### src/rtl/mem_ctrl_pkg.sv
// Shared types for the MEM stage controller.
//   mem_op_t    : decoded EX/MEM memory operation (encoding 11 is treated as none)
//   mem_state_t : controller FSM state, also exported on the fsm_state debug port
//   decode_op   : maps the raw 2-bit mem_op field onto mem_op_t
package mem_ctrl_pkg;

  typedef enum logic [1:0] {
    MEM_NONE,
    MEM_LOAD,
    MEM_STORE
  } mem_op_t;

  typedef enum logic [1:0] {
    S_IDLE,
    S_REQ,
    S_RESP
  } mem_state_t;

  function automatic mem_op_t decode_op(input logic [1:0] op);
    mem_op_t r;
    r = MEM_NONE;
    case (op)
      2'b01:   r = MEM_LOAD;
      2'b10:   r = MEM_STORE;
      default: r = MEM_NONE;
    endcase
    return r;
  endfunction

endpackage

### src/rtl/mem_stage_ctrl_if.sv
// Data-memory port bundle between the MEM stage controller (master) and the
// data memory (slave).
//   dmem_req   master->slave  request valid
//   dmem_we    master->slave  1 = store, 0 = load
//   dmem_addr  master->slave  word-aligned byte address
//   dmem_wdata master->slave  store data
//   dmem_ack   slave->master  request accepted/completed
//   dmem_rdata slave->master  load data, valid in the ack cycle
//
// Handshake: the master raises dmem_req with we/addr/wdata stable and holds all
// of them unchanged until it sees dmem_ack=1 at a clock edge (transfer done) or
// it gives up on a timeout. dmem_ack is only meaningful while dmem_req=1; an ack
// seen with dmem_req=0 is ignored. dmem_rdata is sampled in the ack cycle only.
interface mem_stage_ctrl_if #(
  parameter int WordSize = 32
);
  logic                dmem_req;
  logic                dmem_we;
  logic [WordSize-1:0] dmem_addr;
  logic [WordSize-1:0] dmem_wdata;
  logic                dmem_ack;
  logic [WordSize-1:0] dmem_rdata;

  modport master (
    output dmem_req, dmem_we, dmem_addr, dmem_wdata,
    input  dmem_ack, dmem_rdata
  );

  modport slave (
    input  dmem_req, dmem_we, dmem_addr, dmem_wdata,
    output dmem_ack, dmem_rdata
  );
endinterface

### src/rtl/mem_stage_ctrl_flush.sv
// Branch flush counter.
//   clk, rst      clock, asynchronous active-high reset
//   branch_taken  taken branch in EX/MEM; only honoured while stall=0
//   stall         pipeline frozen: counter neither loads nor decrements
//   flush         high while the counter is non-zero
// A new taken branch reloads the full count rather than adding to it.
module flush_counter #(
  parameter int FlushCycles = 2
) (
  input  logic clk,
  input  logic rst,
  input  logic branch_taken,
  input  logic stall,
  output logic flush
);
  localparam int CW = $clog2(FlushCycles + 1);

  logic [CW-1:0] cnt;

  always_ff @(posedge clk or posedge rst) begin
    if (rst) begin
      cnt <= '0;
    end else if (!stall) begin
      if (branch_taken) begin
        cnt <= CW'(FlushCycles);
      end else if (cnt != '0) begin
        cnt <= cnt - CW'(1);
      end
    end
  end

  assign flush = (cnt != '0);
endmodule

### src/rtl/mem_stage_ctrl.sv
// MEM stage controller behind the EX/MEM pipeline register.
//   clk, rst       clock, asynchronous active-high reset
//   mem_op         00 none, 01 load, 10 store, 11 none
//   alu_out        byte address for memory ops, result for non-memory ops
//   mem_data       store data
//   rdn            destination register
//   branch_taken   taken branch, drives the flush counter
//   dmem           data-memory port (master side)
//   stall          freezes PC and upstream pipeline registers while in REQ
//   flush          clears IF/ID and ID/EX
//   wb_valid/rdn/data  one-cycle writeback towards WB
//   err            one-cycle pulse on misaligned access or request timeout
//   fsm_state      controller state, for observation only
module mem_stage_ctrl
  import mem_ctrl_pkg::*;
#(
  parameter int WordSize      = 32,
  parameter int TimeoutCycles = 16,
  parameter int FlushCycles   = 2
) (
  input  logic                clk,
  input  logic                rst,
  input  logic [1:0]          mem_op,
  input  logic [WordSize-1:0] alu_out,
  input  logic [WordSize-1:0] mem_data,
  input  logic [4:0]          rdn,
  input  logic                branch_taken,
  mem_stage_ctrl_if.master    dmem,
  output logic                stall,
  output logic                flush,
  output logic                wb_valid,
  output logic [4:0]          wb_rdn,
  output logic [WordSize-1:0] wb_data,
  output logic                err,
  output mem_state_t          fsm_state
);
  localparam int TW = $clog2(TimeoutCycles + 1);

  mem_state_t          state, state_nxt;
  mem_op_t             op;
  logic                is_mem, misaligned, timeout;
  logic [TW-1:0]       timer;
  logic                we_q;
  logic [WordSize-1:0] addr_q, wdata_q;
  logic [4:0]          rdn_q;

  assign op         = decode_op(mem_op);
  assign is_mem     = (op != MEM_NONE);
  assign misaligned = (alu_out[1:0] != 2'b00);
  // timer holds the number of REQ cycles already completed, so the
  // TimeoutCycles-th REQ cycle is the last one.
  assign timeout    = (timer == TW'(TimeoutCycles - 1));

  // State register
  always_ff @(posedge clk or posedge rst) begin
    if (rst) state <= S_IDLE;
    else     state <= state_nxt;
  end

  // Next-state logic; ack in the timeout cycle still completes the access.
  always_comb begin
    state_nxt = state;
    case (state)
      S_IDLE:  if (is_mem && !misaligned) state_nxt = S_REQ;
      S_REQ: begin
        if (dmem.dmem_ack)  state_nxt = S_RESP;
        else if (timeout)   state_nxt = S_IDLE;
      end
      S_RESP:  state_nxt = S_IDLE;
      default: state_nxt = S_IDLE;
    endcase
  end

  // Moore outputs
  always_comb begin
    dmem.dmem_req = 1'b0;
    stall         = 1'b0;
    if (state == S_REQ) begin
      dmem.dmem_req = 1'b1;
      stall         = 1'b1;
    end
  end

  assign dmem.dmem_we    = we_q;
  assign dmem.dmem_addr  = addr_q;
  assign dmem.dmem_wdata = wdata_q;
  assign fsm_state       = state;

  // Request registers, timer, writeback register and error pulse.
  always_ff @(posedge clk or posedge rst) begin
    if (rst) begin
      timer    <= '0;
      we_q     <= 1'b0;
      addr_q   <= '0;
      wdata_q  <= '0;
      rdn_q    <= '0;
      wb_valid <= 1'b0;
      wb_rdn   <= '0;
      wb_data  <= '0;
      err      <= 1'b0;
    end else begin
      wb_valid <= 1'b0;
      err      <= 1'b0;
      case (state)
        S_IDLE: begin
          timer <= '0;
          if (!is_mem) begin
            wb_valid <= (rdn != 5'd0);
            wb_rdn   <= rdn;
            wb_data  <= alu_out;
          end else if (misaligned) begin
            err <= 1'b1;
          end else begin
            we_q    <= (op == MEM_STORE);
            addr_q  <= {alu_out[WordSize-1:2], 2'b00};
            wdata_q <= mem_data;
            rdn_q   <= rdn;
          end
        end
        S_REQ: begin
          if (dmem.dmem_ack) begin
            // Load data is captured at ack and presented during RESP.
            if (!we_q) begin
              wb_valid <= 1'b1;
              wb_rdn   <= rdn_q;
              wb_data  <= dmem.dmem_rdata;
            end
          end else if (timeout) begin
            err <= 1'b1;
          end else begin
            timer <= timer + TW'(1);
          end
        end
        default: ;
      endcase
    end
  end

  flush_counter #(
    .FlushCycles(FlushCycles)
  ) u_flush (
    .clk         (clk),
    .rst         (rst),
    .branch_taken(branch_taken),
    .stall       (stall),
    .flush       (flush)
  );
endmodule

### src/flat_wrapper.sv
// flat-port wrapper written by rule: the top's interface ports become plain ports
module mem_stage_ctrl_flat import mem_ctrl_pkg::*;
#(
  parameter int WordSize      = 32,
  parameter int TimeoutCycles = 16,
  parameter int FlushCycles   = 2
)
  (clk, rst, mem_op, alu_out, mem_data, rdn, branch_taken, stall, flush, wb_valid, wb_rdn, wb_data, err, fsm_state, dmem_dmem_req, dmem_dmem_we, dmem_dmem_addr, dmem_dmem_wdata, dmem_dmem_ack, dmem_dmem_rdata);
  mem_stage_ctrl_if #(.WordSize(WordSize)) dmem_i ();
  input  logic clk;
  input  logic rst;
  input  logic [1:0] mem_op;
  input  logic [WordSize-1:0] alu_out;
  input  logic [WordSize-1:0] mem_data;
  input  logic [4:0] rdn;
  input  logic branch_taken;
  output logic stall;
  output logic flush;
  output logic wb_valid;
  output logic [4:0] wb_rdn;
  output logic [WordSize-1:0] wb_data;
  output logic err;
  output mem_state_t fsm_state;
  output wire logic [$bits(dmem_i.dmem_req)-1:0] dmem_dmem_req;
  output wire logic [$bits(dmem_i.dmem_we)-1:0] dmem_dmem_we;
  output wire logic [$bits(dmem_i.dmem_addr)-1:0] dmem_dmem_addr;
  output wire logic [$bits(dmem_i.dmem_wdata)-1:0] dmem_dmem_wdata;
  input wire logic [$bits(dmem_i.dmem_ack)-1:0] dmem_dmem_ack;
  input wire logic [$bits(dmem_i.dmem_rdata)-1:0] dmem_dmem_rdata;
  assign dmem_dmem_req = dmem_i.dmem_req;
  assign dmem_dmem_we = dmem_i.dmem_we;
  assign dmem_dmem_addr = dmem_i.dmem_addr;
  assign dmem_dmem_wdata = dmem_i.dmem_wdata;
  assign dmem_i.dmem_ack = dmem_dmem_ack;
  assign dmem_i.dmem_rdata = dmem_dmem_rdata;
  mem_stage_ctrl #(.WordSize(WordSize), .TimeoutCycles(TimeoutCycles), .FlushCycles(FlushCycles)) u_core (.clk(clk), .rst(rst), .mem_op(mem_op), .alu_out(alu_out), .mem_data(mem_data), .rdn(rdn), .branch_taken(branch_taken), .dmem(dmem_i), .stall(stall), .flush(flush), .wb_valid(wb_valid), .wb_rdn(wb_rdn), .wb_data(wb_data), .err(err), .fsm_state(fsm_state));
endmodule
### config.mk
export PLATFORM = sky130hd
export DESIGN_NAME = mem_stage_ctrl_flat
export DESIGN_NICKNAME = d
export VERILOG_FILES = /design/src/rtl/mem_ctrl_pkg.sv /design/src/rtl/mem_stage_ctrl_if.sv /design/src/rtl/mem_stage_ctrl_flush.sv /design/src/rtl/mem_stage_ctrl.sv /design/src/flat_wrapper.sv
export SDC_FILE = /design/constraint.sdc
export NUM_CORES = 1
export LEC_CHECK = 0
export ABC_AREA = 1
export CORE_ASPECT_RATIO = 0.5
export CORE_MARGIN = 2
export CORE_UTILIZATION = 30
export CTS_CLUSTER_SIZE = 28
export DETAILED_ROUTE_END_ITERATION = 16
export GPL_ROUTABILITY_DRIVEN = 0
export PLACE_DENSITY = 0.71
export SETUP_SLACK_MARGIN = 0.4
export SLEW_MARGIN = 0
export SYNTH_ARGS = -nofsm -noshare
export SYNTH_HDL_FRONTEND = slang
export SYNTH_SLANG_ARGS = --single-unit
### constraint.sdc
create_clock -name clk -period 5.2 [get_ports clk]
set_input_delay 1.04 -clock clk [delete_from_list [all_inputs] [get_ports clk]]
set_output_delay 1.04 -clock clk [all_outputs]
set_load 0.01 [all_outputs]
==> impl_metrics.csv <==
group,metric,value,unit
outcome,status,"finished clean",
worst_setup_path,slowest_delay,0.65,ns
logic_synthesis,synth_area,5120,sq um
logic_synthesis,synth.distinct_cells,24,
route,wirelength,14900,um
power_and_ir_drop,powerDensity,460,nW/um^2
worst_setup_path,r2r_cells,7,
sta,hold_viol,0,
clock_network,cts_hold_buf,0,
logic_synthesis,synth_enable_flop_cells,0,
power_and_ir_drop,p_seq_share,35.0,%
clock_network,clk_path_buf_depth,2,
run,cap_viol_max_count,0,
clock_network,cts_resized,0,
global_route,grt_pass1_vias,4572,
placement,pre_cts_ws,1.88,ns
global_route,grt_remaining_overflow,0,
worst_setup_path,ff2ff_setup_slack,2.92,ns
worst_setup_path,crit_path_top_delay_cell,"nand2_2",
global_route,grt_max_degree,74,
sta,period_share,56.2,%
power_and_ir_drop,switchingPower,1.08,mW
worst_setup_path,cp_cell_sequence,"clkdlybuf4s50_1, nand3_2, inv_2, nand2_2, nand2_2, nand2_1, nand2_1",
power_and_ir_drop,intPower,2.61,mW
logic_synthesis,ys_seq_area_share,56.7,%
route,drt-vias-per-instance,4.39,
power_and_ir_drop,p_leak,3.86,nW
global_route,antenna_found_initial,0,
worst_setup_path,cp_num_buf_inv,2,
die,initial_core_util,31.0,%
clock_network,h-tree-depth,4,
route,vias,4623,
logic_synthesis,synth.most_common_cell,"nand2_1",
sta,skew,0.0125,ns
power_and_ir_drop,ir_drop,273,uV
logic_synthesis,yosys.area.top_type,"dfrtp_1",
sta,fin_crit,2.92,ns
die,die_h,96.4,um
power_and_ir_drop,pwr-share-comb,30.1,%
worst_setup_path,timing_worst_setup_path_type,"primary input to flop",
worst_setup_path,start_kind,"primary input",
logic_synthesis,ys_seq_elements,116,
sta,fin_setup_tns,0,ns
worst_setup_path,reg2reg_from,"u_core.fsm_state[1]$_DFFE_PP0P_",
logic_synthesis,synth_ff_type,"dfrtp_1",
clock_network,root_buffer,"clkbuf_16",
logic_synthesis,yosys_warnings,0,
placement,dp_hpwl,10700,um
global_route,grt_pass1_wl,23400,um
global_route,grt_usage,16.5,%
cells_and_area,fillers,1548,
route,ant_nets,0,
placement,portBuffers,213,
clock_network,clk_latency,0.41,ns
route,drt_first_pass_iters,4,
sta,slew_headroom,38.7,%
power_and_ir_drop,pwr-share-clk,34.9,%
sta,fin_ws,2.28,ns
clock_network,cts_tree,"yes",
logic_synthesis,synthTopCellsByArea,"dfrtp_1 57%, nand2_1 15%, o21ai_0 9.6%",
worst_hold_path,worstHoldEndpoint,"u_core.dmem.dmem_wdata[28]$_DFFE_PP0P_",
worst_setup_path,crit_fanout,39,
worst_setup_path,critical_path_arrival,3.20,ns
placement,dpl_cell_area,7390,sq um
worst_setup_path,rr_endpoint,"u_core.wb_data[25]$_DFFE_PP0P_",
worst_setup_path,cpLargestDelayFamily,"simple AND/OR/NAND/NOR gates",
die,rows,33,
logic_synthesis,ys_async_sr_fraction,100,%
worst_hold_path,hold_path_depth,2,
sta,worst_pin_slew,0.920,ns
clock_network,post_cts_buffers,0,
worst_hold_path,hp-start,"u_core.dmem.dmem_wdata[28]$_DFFE_PP0P_",
worst_setup_path,required,5.48,ns
worst_setup_path,endpoint_kind,"flop",
sta,slew_viol_final,0,
sta,clock.fmax,342,MHz
cells_and_area,nets,925,
logic_synthesis,syn_inst,611,
die,core,16500,sq um
cells_and_area,syn2layout_area_growth,57.0,%
route,wl_per_cell,14.2,um
sta,setup_viol_count_final,0,
worst_hold_path,hold_class,"flop to flop",
logic_synthesis,avgSynthCellArea,8.38,sq um
logic_synthesis,ys_top_cells_by_count,"199 x nand2_1, 116 x dfrtp_1, 98 x o21ai_0",
die,chipWidth,189,um
sta,rsz0062_at_grt,"false",
die,io_pins,216,
cells_and_area,num_antenna_cells,0,
clock_network,path_clk_slew,0.05,ns
route,drt_iter0_markers,243,
clock_network,clock-sinks,116,
route,drc_errors,0,
clock_network,cts_buffers,17,
power_and_ir_drop,switching_share,29.3,%
cells_and_area,drive_above_1_share,6.54,%
logic_synthesis,synth_top_area_share,56.7,%
cells_and_area,stdcell_area,8030,sq um
die,die_area,18200,sq um
## tightest hold or removal path, delay by kind of cell, from the launching register on
family | cells | cell delay [ns]
flip-flops | 1 | 0.34
AO/OA/AOI/OAI | 1 | 0.06
AND/OR/NAND/NOR | 1 | 0.05
## state kept, by name, indices dropped and copies added, names as in the netlist
name                    count
u_core.u_flush.cnt          2
u_core.wb_data             32
u_core.wb_valid             1
u_core.timer                5
u_core.wb_rdn               5
u_core.rdn_q                5
u_core.fsm_state            2
u_core.dmem.dmem_wdata     32
u_core.dmem.dmem_addr      30
u_core.err                  1
u_core.dmem.dmem_we         1
## routing by layer
metal  vias up  share of wire, %  GRT usage [%]
li1       2306                 -              -
met1      2201                43           20.2
met2        95                52           29.6
met3        21               2.9           3.10
met4         0               1.8           5.92
met5         -                 0              0
## layout by cell type (no fill, tap or decap), drive strengths merged
cell type,n
clkdlybuf4s50,213
nand2,202
dfrtp,116
o21ai,105
inv,84
nand3,43
clkbuf,19
nor2,12
buf,6
a21oi,6
bufinv,5
ha,4
clkinvlp,3
clkinv,3
conb,2
or2,1
nand4,1
o22ai,1
## stage by stage
step                      total power [mW]  hold WS (ns)  cells  utilization (%)
final                                 3.69         0.487   1053             48.6
after floorplan                       1.74         0.453    612                -
after global routing                  3.90         0.508   1053             48.6
after detailed placement              2.43         0.473   1022             44.7
after CTS                             3.74         0.487   1053             48.6
after global placement                2.40         0.466   1022             44.7
## power by group through the flow
stage | sequential, mW | combinational [mW] | clock, mW
CTS | 1.30 | 1.13 | 1.31
detailed placement | 1.30 | 1.13 | 0
finish | 1.29 | 1.11 | 1.29
floorplan | 1.40 | 0.340 | 0
global route | 1.32 | 1.21 | 1.36
global placement | 1.29 | 1.11 | 0
## final cells by class
cell class              instances  area [sq um]  share of cell area, %
clock buffers                  19           443                   5.51
clock inverters                12           204                   2.54
inverters                      83           314                   3.91
multi-input cells             377          1710                   21.3
flip-flops and latches        116          2900                   36.1
well taps                     227           284                   3.54
repair buffers                219          2180                   27.1
## worst max-delay path by stage
stage / startpoint / endpoint / slack [ns] / depth (start not counted)
2_1_floorplan: rst / u_core.dmem.dmem_addr[10]$_DFFE_PP0P_ / 1.09 / 1
3_3_place_gp: dmem_dmem_ack / u_core.wb_data[28]$_DFFE_PP0P_ / 1.92 / 7
3_5_place_dp: dmem_dmem_ack / u_core.wb_data[25]$_DFFE_PP0P_ / 1.88 / 7
4_1_cts: dmem_dmem_ack / u_core.wb_data[25]$_DFFE_PP0P_ / 2.30 / 7
5_1_grt: dmem_dmem_ack / u_core.wb_data[26]$_DFFE_PP0P_ / 2.10 / 7
6_report: dmem_dmem_ack / u_core.wb_data[25]$_DFFE_PP0P_ / 2.28 / 7
## logic make-up (layout without fill, tap and decap cells)
kind of cell,count (synthesis),count (layout),share of synthesized area (%)
other cells,1,2,0.0733
buf+inv,119,333,10.2
flops,116,116,56.7
compound gates,112,112,11.6
fa+ha+maj,4,4,0.978
simple gates,259,259,20.4
No activity file was read; power rests on OpenSTA's default activity.
==> patch: new RTL, same flow settings <==
`FlushCycles` is set to 2 in 3 places; all go to 4.
--- a/src/rtl/mem_stage_ctrl_flush.sv
+++ b/src/rtl/mem_stage_ctrl_flush.sv
@@ -6,5 +6,5 @@
 // A new taken branch reloads the full count rather than adding to it.
 module flush_counter #(
-  parameter int FlushCycles = 2
+  parameter int FlushCycles = 4
 ) (
   input  logic clk,
--- a/src/rtl/mem_stage_ctrl.sv
+++ b/src/rtl/mem_stage_ctrl.sv
@@ -17,5 +17,5 @@
   parameter int WordSize      = 32,
   parameter int TimeoutCycles = 16,
-  parameter int FlushCycles   = 2
+  parameter int FlushCycles   = 4
 ) (
   input  logic                clk,
--- a/src/flat_wrapper.sv
+++ b/src/flat_wrapper.sv
@@ -4,5 +4,5 @@
   parameter int WordSize      = 32,
   parameter int TimeoutCycles = 16,
-  parameter int FlushCycles   = 2
+  parameter int FlushCycles   = 4
 )
   (clk, rst, mem_op, alu_out, mem_data, rdn, branch_taken, stall, flush, wb_valid, wb_rdn, wb_data, err, fsm_state, dmem_dmem_req, dmem_dmem_we, dmem_dmem_addr, dmem_dmem_wdata, dmem_dmem_ack, dmem_dmem_rdata);
Formal check against the unedited RTL: not equivalent (a bounded check fails within 4 cycles, from zero or initial values and one cycle with rst high).
==> patch against the original RTL <==
Critical path depth down 4; worst setup slack worse by 0.45 ns; utilization down 0.29 points; die area up 1.4%; routed wire length down 6.8%; design area up 0.16%; power down 1.8%; sequential cell count up 1; area after synthesis up 1.5%; register-to-register slack worse by 0.26 ns.
==> patch: results (changes against the original RTL) <==
Area contributors post-synth=dfrtp_1, nand2_1, o21ai_0 (unchanged); crit path DAT=2.33 ns (was 3.20 ns); Min Hold Slack=0.466 ns (was 0.487 ns); dpl hpwl=10.0 mm (was 10.7 mm); final WL=13.9 mm (was 14.9 mm); worst r2r path cells=8 (was 7); placed insts=1034 (was 1022); total leakage power=3.87 nW (was 3.86 nW); crit path capture=stall (was u_core.wb_data[25]$_DFFE_PP0P_); Gate power share=30.5% (was 30.1%); skew final=0.00664 ns (was 0.0125 ns); nets@finish=938 (was 925); Hold Startpoint=u_core.wb_data[15]$_DFFE_PP0P_ (was u_core.dmem.dmem_wdata[28]$_DFFE_PP0P_); Seq/Total Area, Yosys=56.4% (was 56.7%); via count=4570 (was 4623); DP Worst Slack=1.66 ns (was 1.88 ns); outcome=finished, final reports clean (unchanged); reg-to-reg critical path startpoint=u_core.fsm_state[0]$_DFFE_PP0P_ (was u_core.fsm_state[1]$_DFFE_PP0P_); crit-path max cell delay=0.69 ns (was 0.65 ns); placed cell area=0.00742 mm² (was 0.00739 mm²); largest net degree at the start of global routing=83 (was 74); Mean Syn Cell Area=8.35 µm² (was 8.38 µm²); post-synthesis compound-gate area fraction=11.6% (about the same); global-route wire length before repair=22.7 mm (was 23.4 mm); 1st-iter DRT viols=207 (was 243); Slowest cell on crit path=clkdlybuf4s50_1 (was nand2_2); flop2flop setup slack=2.66 ns (was 2.92 ns); final worst setup slack=1.83 ns (was 2.28 ns); P_sw=1.07 mW (was 1.08 mW); PnR Total Power=3.63 mW (was 3.69 mW); post-synth cell types=23 (was 24); Tot GR Track Use=15.6% (was 16.5%); Max VDD drop=0.269 mV (was 0.273 mV); CP max FO=73 (was 39); crit path kind=register to output pin (was input port to register); Crit path max-delay family=buffers and inverters (was simple AND/OR/NAND/NOR gates); Synth Area in Adders=1.20% (was 0.978%); number of global-route vias before repair=4515 (was 4572); WHS Endpoint=u_core.wb_data[15]$_DFFE_PP0P_ (was u_core.dmem.dmem_wdata[28]$_DFFE_PP0P_); Max-slew headroom=32.0% (was 38.7%); Synth top cells by count=nand2_1, dfrtp_1, o21ai_0 (unchanged); reg2reg end=u_core.wb_data[6]$_DFFE_PP0P_ (was u_core.wb_data[25]$_DFFE_PP0P_)
[patch: changes by cell type after synthesis, moves of 2 or more]
cell      unedited run  this run
o21ai_2              4         6
buf_2               15         9
nand3_1             42         5
buf_6                5         9
o21ai_1              3         0
clkbuf_1            10         8
nor2_1              11        14
or2_2                1         3
nand2_1            199       241
o21ai_0             98       102
[patch: cell type report]
type                    count  area (µm²)
clock buffers              21         470
multi-input cells         390        1740
repair buffers            216        2150
fillers                  1559        8590
inverters                  84         318
flip-flops and latches    117        2930
well taps                 227         284
clock inverters            11         150
[patch: cells by family (layout without fill, tap and decap cells)]
logic type,Yosys count,count (layout)
buf+inv,116,332
compound gates,113,113
fa+ha+maj,5,5
other cells,1,2
simple gates,270,270
flops,117,117
[patch: routing by layer]
metal	part of all wire, %	wire length [µm]	vias up	global-route usage [%]
met4	2.2	301	0	6.20
met5	0	0	-	0
met3	3.3	453	24	3.12
met2	53	7320	74	28.6
met1	42	5810	2160	17.9
li1	-	-	2312	-
